[src/rtl/dma_streamer.sv]
// dma_streamer: splits a DMA descriptor into AXI-legal requests honouring
// bus alignment, the 4 KB boundary and the maximum burst length.
module dma_streamer #(
  parameter int ADDR_W     = 32,
  parameter int BYTES_W    = 32,
  parameter int DATA_BYTES = 64,
  parameter int MAX_BEATS  = 256
) (
  input  logic                  clk,
  input  logic                  rstn,
  input  logic                  go_i,
  input  logic                  abort_i,
  input  logic [ADDR_W-1:0]     desc_addr_i,
  input  logic [BYTES_W-1:0]    desc_bytes_i,
  output logic                  req_valid_o,
  input  logic                  req_ready_i,
  output logic [ADDR_W-1:0]     req_addr_o,
  output logic [7:0]            req_alen_o,
  output logic [2:0]            req_size_o,
  output logic [DATA_BYTES-1:0] req_strb_o,
  output logic                  busy_o,
  output logic                  done_o
);
  localparam int LB = $clog2(DATA_BYTES);
  localparam logic [1:0] S_IDLE = 2'd0, S_CALC = 2'd1, S_REQ = 2'd2, S_DONE = 2'd3;
  logic [1:0]            r_state, w_next;
  logic [ADDR_W-1:0]     r_cur_addr;
  logic [BYTES_W-1:0]    r_remaining, r_len;
  logic                  r_abort_pend;
  logic                  w_full, w_abort;
  logic [12:0]           w_pg_bytes;
  logic [BYTES_W-1:0]    w_rem_beats, w_pg_beats, w_b0, w_beats, w_len, w_rem_after;
  logic [2:0]            w_nsize;
  logic [7:0]            w_n;
  logic [DATA_BYTES-1:0] w_strb;
  assign w_pg_bytes  = 13'h1000 - {1'b0, r_cur_addr[11:0]};
  assign w_pg_beats  = BYTES_W'(w_pg_bytes >> LB);
  assign w_rem_beats = r_remaining >> LB;
  assign w_b0        = w_rem_beats < w_pg_beats ? w_rem_beats : w_pg_beats;
  assign w_beats     = w_b0 > BYTES_W'(MAX_BEATS) ? BYTES_W'(MAX_BEATS) : w_b0;
  assign w_full      = r_cur_addr[LB-1:0] == '0 && r_remaining >= BYTES_W'(DATA_BYTES);
  // Largest naturally aligned power of two that still fits in what is left
  always_comb begin
    w_nsize = '0;
    for (int s = 1; s <= LB; s++)
      if (r_remaining >= (BYTES_W'(1) << s) && (r_cur_addr & ((ADDR_W'(1) << s) - ADDR_W'(1))) == '0)
        w_nsize = 3'(s);
  end
  assign w_n         = 8'd1 << w_nsize;
  assign w_len       = w_full ? w_beats << LB : BYTES_W'(1) << w_nsize;
  assign w_strb      = w_full ? '1 : ~({DATA_BYTES{1'b1}} << w_n) << r_cur_addr[LB-1:0];
  assign w_rem_after = r_remaining - r_len;
  assign w_abort     = r_abort_pend | abort_i;
  assign w_next = r_state == S_IDLE ? (go_i ? (desc_bytes_i == '0 ? S_DONE : S_CALC) : S_IDLE)
                : r_state == S_CALC ? (abort_i ? S_IDLE : S_REQ)
                : r_state == S_REQ  ? (!req_ready_i ? S_REQ : w_abort ? S_IDLE :
                                       w_rem_after == '0 ? S_DONE : S_CALC)
                : S_IDLE;
  always_ff @(posedge clk) begin
    if (!rstn) begin
      r_state      <= S_IDLE;
      r_cur_addr   <= '0;
      r_remaining  <= '0;
      r_len        <= '0;
      r_abort_pend <= 1'b0;
      req_valid_o  <= 1'b0;
      req_addr_o   <= '0;
      req_alen_o   <= '0;
      req_size_o   <= '0;
      req_strb_o   <= '0;
      busy_o       <= 1'b0;
      done_o       <= 1'b0;
    end else begin
      r_state      <= w_next;
      req_valid_o  <= w_next == S_REQ;
      busy_o       <= w_next != S_IDLE;
      done_o       <= w_next == S_DONE;
      r_abort_pend <= r_state == S_IDLE ? 1'b0 : r_abort_pend | (r_state == S_REQ && abort_i);
      if (r_state == S_IDLE && go_i) begin
        r_cur_addr  <= desc_addr_i;
        r_remaining <= desc_bytes_i;
      end
      if (r_state == S_CALC) begin
        req_addr_o <= r_cur_addr;
        req_alen_o <= w_full ? 8'(w_beats - BYTES_W'(1)) : 8'd0;
        req_size_o <= w_full ? 3'(LB) : w_nsize;
        req_strb_o <= w_strb;
        r_len      <= w_len;
      end
      if (r_state == S_REQ && req_ready_i) begin
        r_cur_addr  <= r_cur_addr + ADDR_W'(r_len);
        r_remaining <= w_rem_after;
      end
    end
  end
endmodule

[config.mk]
export PLATFORM = sky130hd
export DESIGN_NAME = dma_streamer
export DESIGN_NICKNAME = d
export VERILOG_FILES = /design/src/rtl/dma_streamer.sv
export SDC_FILE = /design/constraint.sdc
export NUM_CORES = 1
export LEC_CHECK = 0
export BUFFER_PORTS_ARGS = -buffer_cell sky130_fd_sc_hd__buf_2
export CAP_MARGIN = 20
export CORE_MARGIN = 3
export CORE_UTILIZATION = 35
export DETAILED_ROUTE_END_ITERATION = 12
export SETUP_SLACK_MARGIN = 0.15
export SLEW_MARGIN = 20
export SYNTH_ARGS = -nofsm -noshare
export SYNTH_HDL_FRONTEND = slang
export SYNTH_SLANG_ARGS = --single-unit
[constraint.sdc]
create_clock -name clk -period 4.1 [get_ports clk]
set_input_delay 0.41 -clock clk [delete_from_list [all_inputs] [get_ports clk]]
set_output_delay 0.41 -clock clk [all_outputs]
set_load 0.05 [all_outputs]
==> results.ini, run 1 <==
[outcome]
outcome=completed

[route]
wl_um=46200
first_pass_iters=6
ant_nets=0
drc_errors=0
routed-via-count=13000
via_per_inst=5.70
wl_per_cell_um=20.2
drtIter0Drc=1132

[pwr]
power_frac_comb_pct=31.3
switching_power_mw=2.44
power.internal_mw=4.26
p_leak_nw=6.38
power_density_nw_per_um2=450
swShare_pct=36.4
p_total_mw=6.69
p_seq_share_pct=34.0
vdd_drop_max_mv=0.230
clkPwrFrac_pct=34.7

[floorplan]
core_um2=35000
initial_utilization_pct=35.9
ios=179
die_w_um=196
die_h_um=196
die-area_um2=38200
placementRows=68

[global_route]
grt_pass1_vias=12300
grt_pass1_wl_um=70800
antenna_found_initial=2
grt_overflow_total=0
grt_max_degree=118
grt_usage_pct=22.9

[finish]
drive_above_1_share_pct=16.8
layout_common_cells=230 x nand2_1, 209 x dfxtp_1, 190 x nor2_1, 189 x a21oi_1, 178 x buf_2
fin_nets=1952
finalNonFillerCells=2287
final_util_pct=42.6
final_area_um2=14900
layout_commonest_cell=nand2_1
area_growth_pct=18.4

[place]
io_buffers=178
gp_congestion=0.951
place_area_um2=13900
dpl.cell_count=2233
dpl.hpwl_um=34500
pre_cts_ws_ns=0.146

[logic_synthesis]
synthArstFlopShare_pct=0
synthCells=1659
yosysWarnings=0
synth.avg_cell_area_um2=7.58
synth.distinct_cells=94
yosysSeqAreaShare_pct=33.3
synth_edf_count=0
synthFlopType=dfxtp_1
synthTopCellsByArea=dfxtp_1 33%, a21oi_1 7.5%, nand2_1 6.9%
synth_top_area_share_pct=33.3
synth_nets=1799
synth_seq_cells=209
synth_area_um2=12600
synth_area_leader_cell=dfxtp_1

[clock_tree]
ctsHoldBuffers=0
cts_tree=done
insertion_delay_ns=0.53
cts_buffers=26
clk_path_buf_depth=3
cts.sinks=209
clkTransAtPathRegs_ns=0.06
cts_max_level=1
cts-root-buf=clkbuf_16

[sta]
skew_ns=0.0149
slew_violations=0
finalSetupTns_ns=0
finalCritPeriodShare_pct=91.3
hold_viol_final=0
tightest_slew_ns=0.729
grt_setup_unrepaired=no
setup_viol=0
worst_slack_ns=0.358
whs_ns=0.147
maxSlewHeadroom_pct=50.8
fmax_mhz=267
period_minus_slack_ns=3.74

[setup_path]
required_ns=4.51
path_depth=18
cp_cell_sequence=or4_4 -> nor4_4 -> nand2_2 -> or3_4 -> and2_4 -> inv_1 -> ha_2 -> nor3_1 -> nor2_1 -> o41ai_4 -> o21ai_4 -> mux2_2 -> ha_2 -> nand2_1 -> xor2_1 -> nor2_1 -> a21oi_1 -> o21ai_0
slowest_stage=or4_4
crit_family=simple AND/OR/NAND/NOR gates
path_buf_inv=1
worst_path_largest_cell_delay_ns=0.60
worst-r2r-cell-count=18
cp_max_fo=6
critPathArrivalTime_ns=4.15
critPathLaunchType=register
crit_type=reg2reg
cp-end-kind=register

[run]
maxCapViolCount=0

[worst_hold_path]
hold_class=in2reg
min_path_cells=3

==> power groups by stage <==
stage	Clock [mW]	Combinational [mW]	Sequential, mW
after global routing	2.45	2.27	2.28
after global placement	0	2.03	2.31
after detailed placement	0	2.02	2.32
after CTS	2.36	2.04	2.27
final	2.32	2.10	2.27
after floorplan	0	1.22	2.52
==> cell usage after synthesis, types with 10 or more instances <==
| cell type | n |
|---|---|
| a31oi_1 | 11 |
| a311oi_1 | 20 |
| a221oi_1 | 19 |
| dfxtp_1 | 209 |
| a211oi_1 | 17 |
| nor3_1 | 55 |
| nand3_1 | 32 |
| mux2i_1 | 11 |
| nand2_1 | 231 |
| o21ai_0 | 78 |
| o21a_1 | 11 |
| xor2_1 | 20 |
| and2_1 | 21 |
| nor2_1 | 192 |
| ha_1 | 69 |
| a21oi_1 | 189 |
| nand2b_1 | 10 |
| a22oi_1 | 28 |
| inv_1 | 70 |
| or3_1 | 11 |
| nand4_1 | 13 |
| xnor2_1 | 32 |
| a21o_1 | 22 |
| nor2b_1 | 12 |
| o22ai_1 | 18 |
| clkbuf_1 | 79 |
| o31ai_1 | 10 |
| nor4_1 | 18 |
==> layout make-up <==
| cell class | count | area (µm²) |
|---|---|---|
| multi-input combinational | 1287 | 7790 |
| clock buffer | 34 | 742 |
| sequential | 209 | 4180 |
| inverter | 71 | 269 |
| antenna | 2 | 5.00 |
| clock inverter | 12 | 128 |
| timing repair buffer | 217 | 1200 |
| tap | 455 | 569 |
| fill | 3548 | 20100 |
==> worst register-to-register path: cells and delay by family, from the launching register on <==
kind	cells	cell delay [ns]
AO/OA/AOI/OAI	4	0.49
buffers and inverters	1	0.05
AND/OR/NAND/NOR	9	1.84
multiplexers	1	0.37
adder cells (fa/ha/maj)	2	0.42
flip-flops	1	0.31
XOR/XNOR	1	0.15
==> per-layer routing <==
layer  GRT usage, %  share of wire [%]  vias up
li1               -                  -     6300
met1           33.4                 47     6173
met2           34.3                 43      493
met3           4.71                7.6       69
met4           6.31                2.5        0
met5              0                  0        -
==> cells by family after synthesis <==
family                   Yosys count  share of synthesized area (%)
adder cells (fa/ha/maj)           71                           7.19
flip-flops                       209                           33.3
buffers and inverters            163                           5.20
multiplexers                      14                           1.14
XOR/XNOR                          52                           3.62
AND/OR/NAND/NOR                  639                           23.4
AO/OA/AOI/OAI                    511                           26.1
==> worst paths after layout <==
kind	from	to	slack, ns
max reg2reg	r_cur_addr[0]	req_alen_o[4]	0.36
min reg2reg	req_addr_o[26]	req_addr_o[26]	0.45
min	desc_addr_i[24]	r_cur_addr[24]	0.15
max	r_cur_addr[0]	req_alen_o[4]	0.36
==> sequential cells by signal (all words and copies together) (netlist names) <==
signal / cells
r_remaining: 32
req_strb_o: 64
req_alen_o: 8
r_state: 2
busy_o: 1
done_o: 1
r_len: 32
req_size_o: 3
req_addr_o: 32
r_cur_addr: 32
req_valid_o: 1
r_abort_pend: 1
==> what timing repair did <==
action / CTS / global route
buffers inserted: 4 / 2
pin swaps: 3 / 3
endpoints found under the setup margin: 1 / 7
gates resized for setup: 1 / 7
(Power assumes the default switching activity.)
==> run 2: changes to the inputs <==
--- a/config.mk
+++ b/config.mk
@@ -10,6 +10,7 @@
 export CORE_MARGIN = 3
 export CORE_UTILIZATION = 35
 export DETAILED_ROUTE_END_ITERATION = 12
+export RECOVER_POWER = 50
 export SETUP_SLACK_MARGIN = 0.15
 export SLEW_MARGIN = 20
 export SYNTH_ARGS = -nofsm -noshare
==> results.ini, run 2 (synthesis results as in run 1) <==
[pwr]
p_seq_share_pct=34.1  ; about the same
power.internal_mw=4.24  ; -0.48%
clkPwrFrac_pct=34.8  ; about the same
vdd_drop_max_mv=0.232  ; +0.60%
p_leak_nw=5.91  ; -7.3%
power_density_nw_per_um2=453  ; +0.81%
p_total_mw=6.67  ; -0.33%
power_frac_comb_pct=31.1  ; -0.2 points
switching_power_mw=2.44  ; about the same
swShare_pct=36.5  ; +0.095 points

[sta]
fmax_mhz=265  ; -0.81%
period_minus_slack_ns=3.77  ; +0.0305 ns
setup_viol=0  ; unchanged
tightest_slew_ns=2.53  ; +1.80 ns
grt_setup_unrepaired=no
finalCritPeriodShare_pct=92.0  ; +0.75 points
skew_ns=0.0162  ; +0.00121 ns
hold_viol_final=0  ; unchanged
slew_violations=118  ; +118
maxSlewHeadroom_pct=-68.6  ; -120 points
finalSetupTns_ns=0  ; unchanged

[floorplan]
die_w_um=196  ; unchanged
core_um2=35000  ; unchanged
ios=179  ; unchanged
placementRows=68  ; unchanged
initial_utilization_pct=35.9  ; unchanged
die_h_um=196  ; unchanged
die-area_um2=38200  ; unchanged

[setup_path]
cp_max_fo=9  ; +3
critPathArrivalTime_ns=4.09  ; -0.06 ns
cp-end-kind=register
required_ns=4.42  ; -0.09 ns
crit_type=reg2reg
critPathLaunchType=register

[global_route]
grt_pass1_vias=12300  ; unchanged
antenna_found_initial=2  ; unchanged
grt_overflow_total=0  ; unchanged
grt_usage_pct=22.9  ; unchanged
grt_max_degree=118  ; unchanged
grt_pass1_wl_um=70800  ; unchanged

[route]
drc_errors=0  ; unchanged
wl_per_cell_um=20.2  ; +0.16%
routed-via-count=13100  ; +0.27%
first_pass_iters=5  ; -1
wl_um=46300  ; +0.16%
drtIter0Drc=1072  ; -5.3%
ant_nets=0  ; unchanged
via_per_inst=5.71  ; +0.27%

[finish]
fin_nets=1952  ; unchanged
drive_above_1_share_pct=10.7  ; -6.1 points
largest_reg_flops=64  ; unchanged
area_growth_pct=17.1
num-fill-cells=3618  ; +2.0%
ff_latch_area_um2=4180  ; unchanged
finalNonFillerCells=2287  ; unchanged
layout_commonest_cell=nand2_1
layout_common_cells=230 x nand2_1, 209 x dfxtp_1, 190 x nor2_1, 189 x a21oi_1, 113 x clkbuf_1
multiInputGateArea_um2=7780  ; about the same
top_register=req_strb_o

[outcome]
violations=max-capacitance violations, max-slew violations
outcome=finished, violations left

[clock_tree]
cts_max_level=1  ; unchanged
cts-root-buf=clkbuf_16
cts_buffers=26  ; unchanged
clkTransAtPathRegs_ns=0.06  ; about the same
insertion_delay_ns=0.53  ; about the same
ctsHoldBuffers=0  ; unchanged
cts_tree=done
clk_path_buf_depth=3  ; unchanged
cts.sinks=209  ; unchanged

[place]
gp_congestion=0.951  ; unchanged
dpl.cell_count=2233  ; unchanged
io_buffers=178  ; unchanged
dpl.hpwl_um=34500  ; unchanged

[worst_hold_path]
hold_class=in2reg

[run]
maxCapViolCount=1  ; +1

run 2: power by group through the flow:
| stage | Sequential (mW) | Clock (mW) | Combinational (mW) |
|---|---|---|---|
| finish | 2.28 | 2.32 | 2.08 |
| global placement | 2.31 | 0 | 2.03 |
| global route | 2.29 | 2.45 | 2.25 |
| floorplan | 2.52 | 0 | 1.22 |
| detailed placement | 2.32 | 0 | 2.02 |
| CTS | 2.27 | 2.36 | 2.04 |
run 2: layout make-up:
| class | count | area share, % |
|---|---|---|
| inverter | 71 | 1.81 |
| clock buffer | 34 | 5.04 |
| antenna | 2 | 0.0340 |
| tap | 455 | 3.87 |
| multi-input combinational | 1287 | 52.9 |
| clock inverter | 12 | 0.867 |
| timing repair buffer | 217 | 7.06 |
| sequential | 209 | 28.4 |
run 2: path summary, 6_finish.rpt:
| path | slack (ns) | endpoint | cells past startpoint | from |
|---|---|---|---|---|
| worst min register to register | 0.45 | req_addr_o[26] | 2 | req_addr_o[26] |
| worst min-delay path | 0.15 | r_cur_addr[24] | 3 | desc_addr_i[24] |
| worst max-delay path | 0.33 | r_len[8] | 16 | r_cur_addr[0] |
| worst max register to register | 0.33 | r_len[8] | 16 | r_cur_addr[0] |
run 2: timing repair:
action | 4_1_cts | 5_1_grt
endpoints found under the setup margin | 1 | 7
setup buffers | 4 | 2
resized for setup | 1 | 7
pin swaps | 3 | 3
run 2: critical path, stage by stage (launching register included):
cell	delay, ns
dfxtp_1	0.31
or4_4	0.60
nor4_4	0.23
nand2_2	0.09
or3_4	0.37
nor2_2	0.13
inv_2	0.05
ha_1	0.29
a211oi_1	0.41
o21ai_4	0.13
buf_4	0.15
buf_4	0.13
buf_4	0.16
mux2i_1	0.26
nor2_1	0.07
a21oi_1	0.12
nor2_1	0.06
run 2: through the flow:
| stage | utilization [%] | setup WS, ns | area (µm²) | hold slack (ns) |
|---|---|---|---|---|
| after floorplan | - | 0.279 | 12600 | 0.446 |
| after global placement | 39.8 | 0.154 | 13900 | 0.439 |
| after detailed placement | 39.8 | 0.146 | 13900 | 0.443 |
| after CTS | 42.4 | 0.174 | 14800 | 0.136 |
| after global routing | 42.1 | 0.0783 | 14700 | 0.149 |
| final | 42.1 | 0.327 | 14700 | 0.147 |
run 2: layer usage:
| layer | GRT usage (%) | share of wire (%) | vias up |
|---|---|---|---|
| met2 | 34.3 | 42 | 513 |
| met5 | 0 | 0 | - |
| li1 | - | - | 6292 |
| met4 | 6.31 | 2.6 | 0 |
| met1 | 33.4 | 47 | 6191 |
| met3 | 4.71 | 7.7 | 74 |
==> run 3: changes to the inputs <==
==> constraint.sdc (replaced) <==
create_clock -name clk -period 3.2 [get_ports clk]
set_input_delay 0.32 -clock clk [delete_from_list [all_inputs] [get_ports clk]]
set_output_delay 0.32 -clock clk [all_outputs]
set_load 0.05 [all_outputs]
==> results.ini, run 3 (synthesis results as in run 1) <==
[global_route]
grt_busiest_layer=met2
grt_pass1_wl_um=74700  ; +5.5%
use_met1_pct=34.8  ; +1.4 points
grt_use_met3_pct=3.50  ; -1.2 points
grt_overflow_total=0  ; unchanged
grt_usage_pct=24.2  ; +1.3 points
gr-usage-met2_pct=37.5  ; +3.3 points
grt_max_degree=68  ; -42%
grt_pass1_vias=13200  ; +7.4%
antenna_found_initial=4  ; +2

[floorplan]
placementRows=68  ; unchanged
die_w_um=196  ; unchanged
die-area_um2=38200  ; unchanged
die_h_um=196  ; unchanged
core_um2=35000  ; unchanged
initial_utilization_pct=35.9  ; unchanged
ios=179  ; unchanged

[finish]
drive_above_1_share_pct=25.4  ; +15 points
num-fill-cells=3517  ; -2.8%
layout_common_cells=230 x nand2_1, 227 x buf_4, 202 x dfxtp_1, 181 x nor2_1, 170 x a21oi_1
layout_commonest_cell=nand2_1
multiInputGateArea_um2=8540  ; +9.7%
fin_nets=2158  ; +11%
largest_reg_flops=64  ; unchanged
top_register=req_strb_o
area_growth_pct=35.6
finalNonFillerCells=2493  ; +9.0%
ff_latch_area_um2=4190  ; +0.21%

[route]
drtIter0Drc=1164  ; +8.6%
wl_per_cell_um=19.8  ; -2.3%
first_pass_iters=5  ; unchanged
ant_nets=0  ; unchanged
via_per_inst=5.61  ; -1.9%
routed-via-count=14000  ; +6.9%
wl_um=49300  ; +6.5%
drc_errors=0  ; unchanged

[clock_tree]
insertion_delay_ns=0.53  ; about the same
cts.sinks=209  ; unchanged
cts_tree=done
cts_buffers=23  ; -12%
cts-root-buf=clkbuf_16
clkTransAtPathRegs_ns=0.06  ; about the same
clk_path_buf_depth=3  ; unchanged
cts_max_level=1  ; unchanged

[sta]
grt_setup_unrepaired=yes
period_minus_slack_ns=3.61  ; -0.166 ns
finalCritPeriodShare_pct=113  ; +21 points
tightest_slew_ns=1.84  ; -0.693 ns
finalSetupTns_ns=-3.43  ; -3.43 ns
setup_viol=14  ; +14
hold_viol_final=0  ; unchanged
skew_ns=0.0230  ; +0.00682 ns
worst_slack_ns=-0.406  ; -0.734 ns
whs_ns=0.0675  ; -0.0790 ns
maxSlewHeadroom_pct=-22.4  ; +46 points
slew_violations=106  ; -10%
fmax_mhz=277  ; +4.6%

[pwr]
p_leak_nw=7.06  ; +19%
power_density_nw_per_um2=550  ; +21%
vdd_drop_max_mv=0.348  ; +50%
p_total_mw=9.37  ; +40%

[setup_path]
critPathArrivalTime_ns=4.02  ; -0.07 ns
cp-end-kind=register
cp_max_fo=4  ; -5
cp_cell_sequence=or4_4 -> nor4_4 -> nand2_2 -> or3_4 -> and2_4 -> inv_2 -> ha_4 -> nor3_2 -> nor2_1 -> o41ai_2 -> o21ai_4 -> buf_12 -> mux2i_4 -> ha_4 -> nand2_1 -> xor2_1 -> nor2_1 -> a21oi_1 -> o21ai_1
crit_family=simple AND/OR/NAND/NOR gates
critPathLaunchType=register
path_buf_inv=2  ; -2
worst_path_largest_cell_delay_ns=0.56  ; -0.04 ns
required_ns=3.62  ; -0.80 ns
crit_type=reg2reg
slowest_stage=or4_4

[place]
dpl.cell_count=2424  ; +8.6%
dpl.hpwl_um=37200  ; +7.9%
io_buffers=178  ; unchanged
gp_congestion=0.950  ; about the same

[worst_hold_path]
hold_class=in2reg

[run]
maxCapViolCount=3  ; +2

[outcome]
violations=max-capacitance violations, max-slew violations, negative setup slack
outcome=finished, violations left

==> run 3: timing repair <==
item | in CTS | in global routing
hold buffers | 0 | 0
setup endpoints to repair | 39 | 52
pin swaps | 37 | 27
gates resized for setup | 68 | 95
buffers inserted | 15 | 9
==> run 3: per-stage QoR <==
stage                     area [µm²]  setup slack, ns  util (%)
after global placement         15500           -0.458      44.2
after floorplan                12600           -0.526         -
after global routing           17000           -0.563      48.8
after detailed placement       15500           -0.487      44.2
after CTS                      16700           -0.360      47.7
final                          17100           -0.406      48.8
==> run 3: path summary, 6_finish.rpt <==
path              startpoint             end  slack, ns  depth (start not counted)
max            r_cur_addr[0]   req_alen_o[4]      -0.41                         19
max reg2reg    r_cur_addr[0]   req_alen_o[4]      -0.41                         19
min          desc_addr_i[24]  r_cur_addr[24]       0.07                          3
min reg2reg    req_alen_o[5]   req_alen_o[5]       0.45                          2
==> run 3: layout make-up <==
| type | count | area share [%] |
|---|---|---|
| flip-flops and latches | 209 | 24.6 |
| inverters | 71 | 1.56 |
| clock inverters | 13 | 0.800 |
| diodes | 4 | 0.0587 |
| multi-input cells | 1287 | 50.1 |
| well taps | 455 | 3.34 |
| repair buffers | 426 | 15.8 |
| clock buffers | 28 | 3.72 |
==> run 3: report_power, final <==
part | switching (mW) | internal, mW
Sequential | 0.132 | 2.76
Clock | 1.17 | 1.58
Combinational | 2.14 | 1.58
==> run 3: worst register-to-register path: stages, from the launching register on <==
cell and delay, ns:
dfxtp_2 0.32, or4_4 0.56, nor4_4 0.26, nand2_2 0.09
or3_4 0.39, and2_4 0.16, inv_2 0.06, ha_4 0.15
nor3_2 0.05, nor2_1 0.13, o41ai_2 0.11, o21ai_4 0.21
buf_12 0.14, mux2i_4 0.25, ha_4 0.17, nand2_1 0.06
xor2_1 0.13, nor2_1 0.06, a21oi_1 0.12, o21ai_1 0.09
==> run 3: metal layers <==
layer  part of all wire, %  wire [µm]
met1                    45      22400
met2                    44      21600
met3                   7.8       3850
met4                   3.0       1460
met5                     0          0
